<file path="src/rtl/itf_bus_arbiter.sv">
// -----------------------------------------------------------------------------
// itf_bus_arbiter
//
// Round-robin arbiter that lets N_REQ requesters share one registered
// address/data bus. A winner owns the bus for one tenure, which lasts until
// it signals done, drops its request, or reaches MAX_HOLD grant cycles. After
// each tenure there is one TURN cycle, then one IDLE cycle that arbitrates.
//
// Ports
//   clk        rising-edge clock
//   rst        synchronous, active-high reset
//   req        per-requester bus request
//   done       per-requester early release (used only for the current owner)
//   req_addr   packed requester addresses, requester i at [i*AW +: AW]
//   req_data   packed requester data, same packing as req_addr
//   gnt        registered grant, one-hot or zero
//   bus_valid  registered; bus_addr/bus_data carry a granted transfer
//   bus_addr   registered shared bus address
//   bus_data   registered shared bus data
//   busy       high whenever the arbiter is not in IDLE
// -----------------------------------------------------------------------------
module itf_bus_arbiter #(
  parameter int N_REQ    = 4,
  parameter int AW       = 8,
  parameter int DW       = 8,
  parameter int MAX_HOLD = 8
) (
  input  logic                  clk,
  input  logic                  rst,
  input  logic [N_REQ-1:0]      req,
  input  logic [N_REQ-1:0]      done,
  input  logic [N_REQ*AW-1:0]   req_addr,
  input  logic [N_REQ*DW-1:0]   req_data,
  output logic [N_REQ-1:0]      gnt,
  output logic                  bus_valid,
  output logic [AW-1:0]         bus_addr,
  output logic [DW-1:0]         bus_data,
  output logic                  busy
);

  localparam int PW = (N_REQ > 1) ? $clog2(N_REQ) : 1;
  // hcnt can reach MAX_HOLD (incremented on the exit edge), so it is sized
  // to hold that value and never wraps.
  localparam int HW = $clog2(MAX_HOLD + 1);

  typedef enum logic [1:0] {
    IDLE = 2'd0,
    OWN  = 2'd1,
    TURN = 2'd2
  } state_t;

  state_t          state;
  logic [PW-1:0]   ptr;
  logic [PW-1:0]   owner;
  logic [HW-1:0]   hcnt;

  logic            pick_valid;
  logic [PW-1:0]   pick_idx;
  logic            own_exit;

  // Round-robin pick: first requester at or above ptr, wrapping. Scanning
  // offsets from the far end down lets the nearest hit overwrite the others.
  // NOTE: every always_comb output gets a default first so no latch is inferred.
  always_comb begin
    pick_valid = 1'b0;
    pick_idx   = '0;
    for (int k = N_REQ - 1; k >= 0; k--) begin
      if (req[(int'(ptr) + k) % N_REQ]) begin
        pick_valid = 1'b1;
        pick_idx   = PW'((int'(ptr) + k) % N_REQ);
      end
    end
  end

  // Tenure ends on the owner's done, its request dropping, or the hold limit.
  // Other requesters' done/req never end someone else's tenure.
  assign own_exit = done[owner] | ~req[owner] | (hcnt == HW'(MAX_HOLD - 1));

  assign busy = (state != IDLE);

  // NOTE: sequential state uses non-blocking assignments so every register
  // samples pre-edge values regardless of statement order.
  always_ff @(posedge clk) begin
    if (rst) begin
      state     <= IDLE;
      gnt       <= '0;
      ptr       <= '0;
      owner     <= '0;
      hcnt      <= '0;
      bus_valid <= 1'b0;
      bus_addr  <= '0;
      bus_data  <= '0;
    end else begin
      case (state)
        IDLE: begin
          if (pick_valid) begin
            gnt   <= N_REQ'(1) << pick_idx;
            owner <= pick_idx;
            hcnt  <= '0;
            state <= OWN;
          end
        end
        OWN: begin
          hcnt <= hcnt + HW'(1);
          if (own_exit) begin
            gnt   <= '0;
            ptr   <= (owner == PW'(N_REQ - 1)) ? '0 : owner + PW'(1);
            state <= TURN;
          end
        end
        TURN:    state <= IDLE;
        default: state <= IDLE;
      endcase

      // The bus follows the owner one cycle behind gnt; outside a tenure the
      // address/data simply hold their last value.
      if (state == OWN) begin
        bus_valid <= 1'b1;
        bus_addr  <= req_addr[owner*AW +: AW];
        bus_data  <= req_data[owner*DW +: DW];
      end else begin
        bus_valid <= 1'b0;
      end
    end
  end

endmodule

</file>
<file path="config.mk">
export PLATFORM = sky130hd
export DESIGN_NAME = itf_bus_arbiter
export DESIGN_NICKNAME = d
export VERILOG_FILES = /design/src/rtl/itf_bus_arbiter.sv
export SDC_FILE = /design/constraint.sdc
export NUM_CORES = 1
export LEC_CHECK = 0
export BUFFER_PORTS_ARGS = -buffer_cell sky130_fd_sc_hd__buf_2
export CAP_MARGIN = 15
export CORE_ASPECT_RATIO = 1.25
export CORE_MARGIN = 1.5
export CORE_UTILIZATION = 44
export CTS_BUF_LIST = sky130_fd_sc_hd__clkbuf_8 sky130_fd_sc_hd__clkbuf_16
export DETAILED_ROUTE_END_ITERATION = 8
export GPL_TIMING_DRIVEN = 0
export PLACE_DENSITY_LB_ADDON = 0.12
export RECOVER_POWER = 100
export SLEW_MARGIN = 5
export SYNTH_ARGS = -nofsm -noshare
export SYNTH_HDL_FRONTEND = slang
export SYNTH_SLANG_ARGS = --single-unit
</file>
<file path="constraint.sdc">
create_clock -name clk -period 2 [get_ports clk]
set_input_delay 0.5 -clock clk [delete_from_list [all_inputs] [get_ports clk]]
set_output_delay 0.5 -clock clk [all_outputs]
set_load 0.05 [all_outputs]
</file>
# Word-level counts from Yosys, hierarchy flattened
# Index checks and enable logic that the tools add are counted.
[totals]
romBits = 0
latchBits = 0
n_memories = 0
input_bits = 74
ram_bits = 0
out_inout_bits = 22
ff_bits = 31
wordCells = 76
[classes]
reduce_logical = 11
n_div = 0
n_lt_le_gt_ge = 5
eq_ne = 5
multipliers = 0
n_addsub = 5
muxes = 33
n_shift = 3
bitwise_logic = 6
[op_table]
columns = ["cell", "count"]
rows = [
  ["32-bit by 6-bit indexed part select with 8-bit output", 2],
  ["4-bit one-hot mux with 2 select lines", 2],
  ["1-bit two-way mux", 14],
  ["2-bit two-way mux", 7],
  ["1-bit binary-select mux with 2-bit select", 6],
  ["3-bit by 4-bit < comparator with 1-bit output (second input constant)", 3],
  ["4-bit two-way mux", 3],
  ["2-bit AND reduction", 4],
  ["2-bit by 3-bit < comparator with 1-bit output (second input constant)", 2],
  ["2-bit OR reduction", 3],
  ["2-bit by 1-bit adder with 2-bit output (second input constant)", 2],
  ["2-bit adder (second input constant)", 2],
  ["4-bit by 1-bit adder with 4-bit output (second input constant)", 1],
  ["4-bit by 3-bit equality test with 1-bit output (second input constant)", 1],
  ["2-bit != test (second input constant)", 2],
  ["2-bit one-hot mux with 2 select lines", 1],
  ["2-bit nonzero test", 2],
  ["1-bit by 2-bit << shifter with 4-bit output (first input constant)", 1],
  ["1-bit AND (first input constant)", 3],
  ["3-bit AND reduction", 1],
  ["2-bit by 1-bit equality test with 1-bit output (second input constant)", 1],
  ["2-bit equality test (second input constant)", 1],
  ["2-bit zero test", 1],
  ["1-bit bitwise OR", 2],
  ["1-bit inverter", 1],
]

# Logic depth before layout (Yosys ltp)
[logic_depth]
depth_word = 13
mapped_depth = 6
depth_no_buf = 5

# Worst setup path before layout
# OpenSTA, ideal clock, no wires.
[synth_path]
kind = "reg2reg"
start = "reg state[0]"
end = "reg gnt[1]"
path_stages_with_launch = 6
path_slack_ns = 0.144
setup_ns = 0.092
arrival_ns = 1.764
n_path_buf = 1
t_required_ns = 1.908
period_less_slack_ns = 1.856
path_cell_list = "dfxtp_1 or2_0 buf_2 or3_1 or4_4 o32ai_1"
[synth_via]
elab_chain_cells = 3
elab_cells_between_ends = 7
cone_classes = "eq/ne: 3; mux: 1; reduce/logical: 3"
[synth_rtl]
columns = ["element", "line_no", "rtl"]
rows = [
  ["start, declared", "52", "state_t state;"],
  ["start signal, assigned", "85", "state <= IDLE;"],
  ["start signal, assigned", "100", "state <= OWN;"],
  ["start signal, assigned", "108", "state <= TURN;"],
  ["2-bit by 1-bit equality test with 1-bit output / 2-bit zero test (equally long branches)", "94", "case (state)"],
  ["2-bit != test (no line) / 2-bit nonzero test (equally long branches)", "--", ""],
  ["3-bit AND reduction (no line)", "--", ""],
  ["end signal, assigned", "97", "gnt <= N_REQ'(1) << pick_idx;"],
  ["end, declared", "34", "output logic [N_REQ-1:0] gnt,"],
]
# Parallel ways exist; a longest one is shown, timed or not.
# A chain may end at the register's enable or synchronous reset.

# Final worst setup path
[layout_path]
start = "reg state[0]"
end = "reg gnt[3]"
# The elaborated chain is that of the path after synthesis.

==> impl_metrics.py <==
metrics = {
    "status": {
        "status": "finished, final reports clean",
    },
    "finish": {
        "syn_to_final_growth_pct": 36.2,
        "instances_no_fill": 326,
        "layout-drive-gt1-share": 0.371,
        "final_area_mm2": 0.00234,
        "diodes": 0,
        "fin_nets": 361,
        "final_util": 0.624,
    },
    "flow_run": {
        "cap_viol_max_count": 0,
    },
    "worst_setup_path": {
        "required_ns": 2.20,
        "rr_startpoint": "state[0]",
        "critPathLaunch": "state[0]",
        "arrival_ns": 2.07,
        "r2r.worst_path.cells": 5,
        "worstSetupStartpointType": "register",
        "endpoint": "gnt[3]",
        "cp-end-kind": "register",
        "r2r-end": "gnt[3]",
        "r2r_slack_ns": 0.13,
        "worstPathMaxFanout": 6,
        "crit_type": "register to register",
    },
    "global_route": {
        "grt_pass1_wl_um": 6910,
        "grt_max_degree": 11,
        "grt_pass1_vias": 1595,
        "overflow": 0,
        "track_usage": 0.211,
        "antenna_found_initial": 0,
    },
    "yosys": {
        "ys_top_cells_by_area": "dfxtp_1, mux4_2, nand2_1, a21oi_1, nor2_1",
        "synth_seq_cells": 31,
        "netlist_area_mm2": 0.00172,
        "synthAdderAreaFrac": 0.0146,
        "synth-edff-count": 0,
        "synth_cells": 183,
        "synth_top_flop_cell": "dfxtp_1",
        "synth_top_family_by_area": "multiplexers",
        "synthSimpleGateAreaFrac": 0.207,
        "synth_compound_area_frac": 0.124,
        "yosysWarnings": 0,
        "synth_cell_types": 35,
        "synthXorXnorAreaFrac": 0.00509,
        "post_synth_mux_area_share": 0.247,
        "avgSynthCellArea_um2": 9.39,
        "syn_nets": 259,
        "post-synth-top-area-cell": "dfxtp_1",
        "synth_top_area_frac": 0.361,
        "ys_seq_area_frac": 0.361,
        "synthArstFlopShare": 0,
    },
    "worst_hold_path": {
        "hold_class": "register to register",
    },
    "power_and_ir_drop": {
        "clockPowerShare": 0.309,
        "leakagePower_nw": 0.986,
        "p_sw_mw": 0.733,
        "power.density_mw_per_mm2": 891,
        "internal_power_mw": 1.35,
        "comb_power_share": 0.341,
        "peakVddDrop_uv": 492,
        "seqPwrFrac": 0.349,
        "switching_share": 0.351,
    },
    "timing": {
        "slew_headroom": 0.511,
        "timing.fmax_mhz": 534,
        "hold_slack_ns": 0.455,
        "final_max_slew_viol_count": 0,
        "skew_ns": 0.00924,
        "min_period_ns": 1.87,
        "hold_violations": 0,
        "rsz0062_at_grt": "false",
        "worst_pin_slew_ns": 0.727,
        "setup_viol": 0,
        "min_period_over_period": 0.937,
    },
    "cts": {
        "cts_num_sinks": 31,
        "cts_tree": "yes",
        "cts_setup_buffers": 0,
        "cts_buffers": 5,
        "root_buffer": "clkbuf_8",
        "clkSlewWorstSetupHoldPaths_ns": 0.07,
        "cts_max_level": 2,
        "clock_latency_ns": 0.29,
        "clock_path_buffers": 2,
    },
    "detailed_routing": {
        "drt_iter0_drc": 67,
        "wl_per_cell_um": 13.6,
        "drc_errors": 0,
        "ant_nets": 0,
        "vias_per_cell": 5.40,
        "firstDrtPassIters": 4,
        "num_vias": 1759,
        "wl_um": 4450,
    },
    "place": {
        "portBuffers": 95,
        "dp_cells": 318,
        "gp_congestion": 0.754,
        "place_area_mm2": 0.00224,
        "dp_hpwl_um": 3510,
    },
    "die": {
        "fp.dieH_um": 72.9,
        "die_w_um": 58.9,
        "core_mm2": 0.00375,
        "io_pins": 96,
        "initial_core_util": 0.458,
        "rows": 25,
        "die_area_mm2": 0.00429,
    },
}
how the worst min path moves through the flow:
stage / from / end / slack (ns) / cells after the start
2_1_floorplan: hcnt[1] / hcnt[1] / 0.46 / 2
3_3_place_gp: bus_addr[5] / bus_addr[5] / 0.44 / 2
3_5_place_dp: bus_addr[5] / bus_addr[5] / 0.44 / 2
4_1_cts: bus_addr[5] / bus_addr[5] / 0.45 / 2
5_1_grt: rst / bus_valid / 0.48 / 2
6_report: bus_addr[5] / bus_addr[5] / 0.46 / 2
kinds of logic after synthesis:
family | count (synthesis)
xor+xnor | 1
flops | 31
compound gates | 34
mux | 21
simple gates | 76
buf+inv | 18
fa+ha+maj | 2
per-stage QoR:
stage / power (mW) / TNS [ns] / setup WS [ns]
6_report: 2.09 / 0 / 0.126
3_5_place_dp: 1.47 / -0.146 / -0.0659
4_1_cts: 2.11 / 0 / 0.0386
2_1_floorplan: 1.26 / 0 / 0.144
3_3_place_gp: 1.46 / -0.00768 / -0.00768
5_1_grt: 2.20 / 0 / 0.0501
cell usage after synthesis (all sizes together) (2+ instances only):
cell / count
a21oi: 20
a32oi: 2
and3: 3
buf: 3
clkbuf: 8
dfxtp: 31
ha: 2
inv: 7
mux2i: 3
mux4: 17
nand2: 39
nand2b: 3
nand3: 4
nor2: 10
nor2b: 6
o311ai: 2
o32ai: 4
or2: 3
power groups by stage:
stage,Combinational (mW),Clock [mW],Sequential [mW]
after detailed placement,0.727,0,0.741
after CTS,0.730,0.652,0.727
after global routing,0.775,0.686,0.738
after global placement,0.720,0,0.739
after floorplan,0.351,0,0.912
final,0.712,0.645,0.729
cells in the final DEF (no fill, tap or decap), types with 3 or more instances in the layout:
cell type,count
nand3_1,4
nor2_1,10
o32ai_1,4
mux2i_1,3
nand2b_1,3
mux4_2,17
inv_1,7
dfxtp_1,31
and3_1,3
clkbuf_1,29
a21oi_1,20
buf_2,72
clkbuf_8,6
nand2_1,39
clkbuf_2,3
nor2b_1,6
cell type report:
type	count	area (um^2)
fillers	345	1410
multi-input cells	134	1030
flip-flops and latches	31	621
repair buffers	95	448
clock buffers	6	82.6
plain buffers	11	51.3
well taps	40	50.0
clock inverters	2	35.0
inverters	7	26.3
state kept, by name, indices dropped and copies added (netlist names):
signal     cells
bus_addr       8
hcnt           4
state          2
owner          2
gnt            4
bus_data       8
bus_valid      1
ptr            2
layer usage:
layer,share of wire,wire [um],track usage
met5,0,0,0
met4,0.0094,42,0.0657
met3,0.068,302,0.0585
met2,0.52,2300,0.380
met1,0.41,1800,0.236
critical path, stage by stage (launching register included):
cell	delay [ns]
dfxtp_1	0.33
or2_0	0.21
clkbuf_2	0.15
or3_1	0.39
or4_4	0.57
o32ai_1	0.13
repair_timing:
action	in CTS	in global routing
gates resized for setup	0	4
setup endpoints to repair	0	10
hold buffers	0	0
Power figures use the tool's default switching activity.
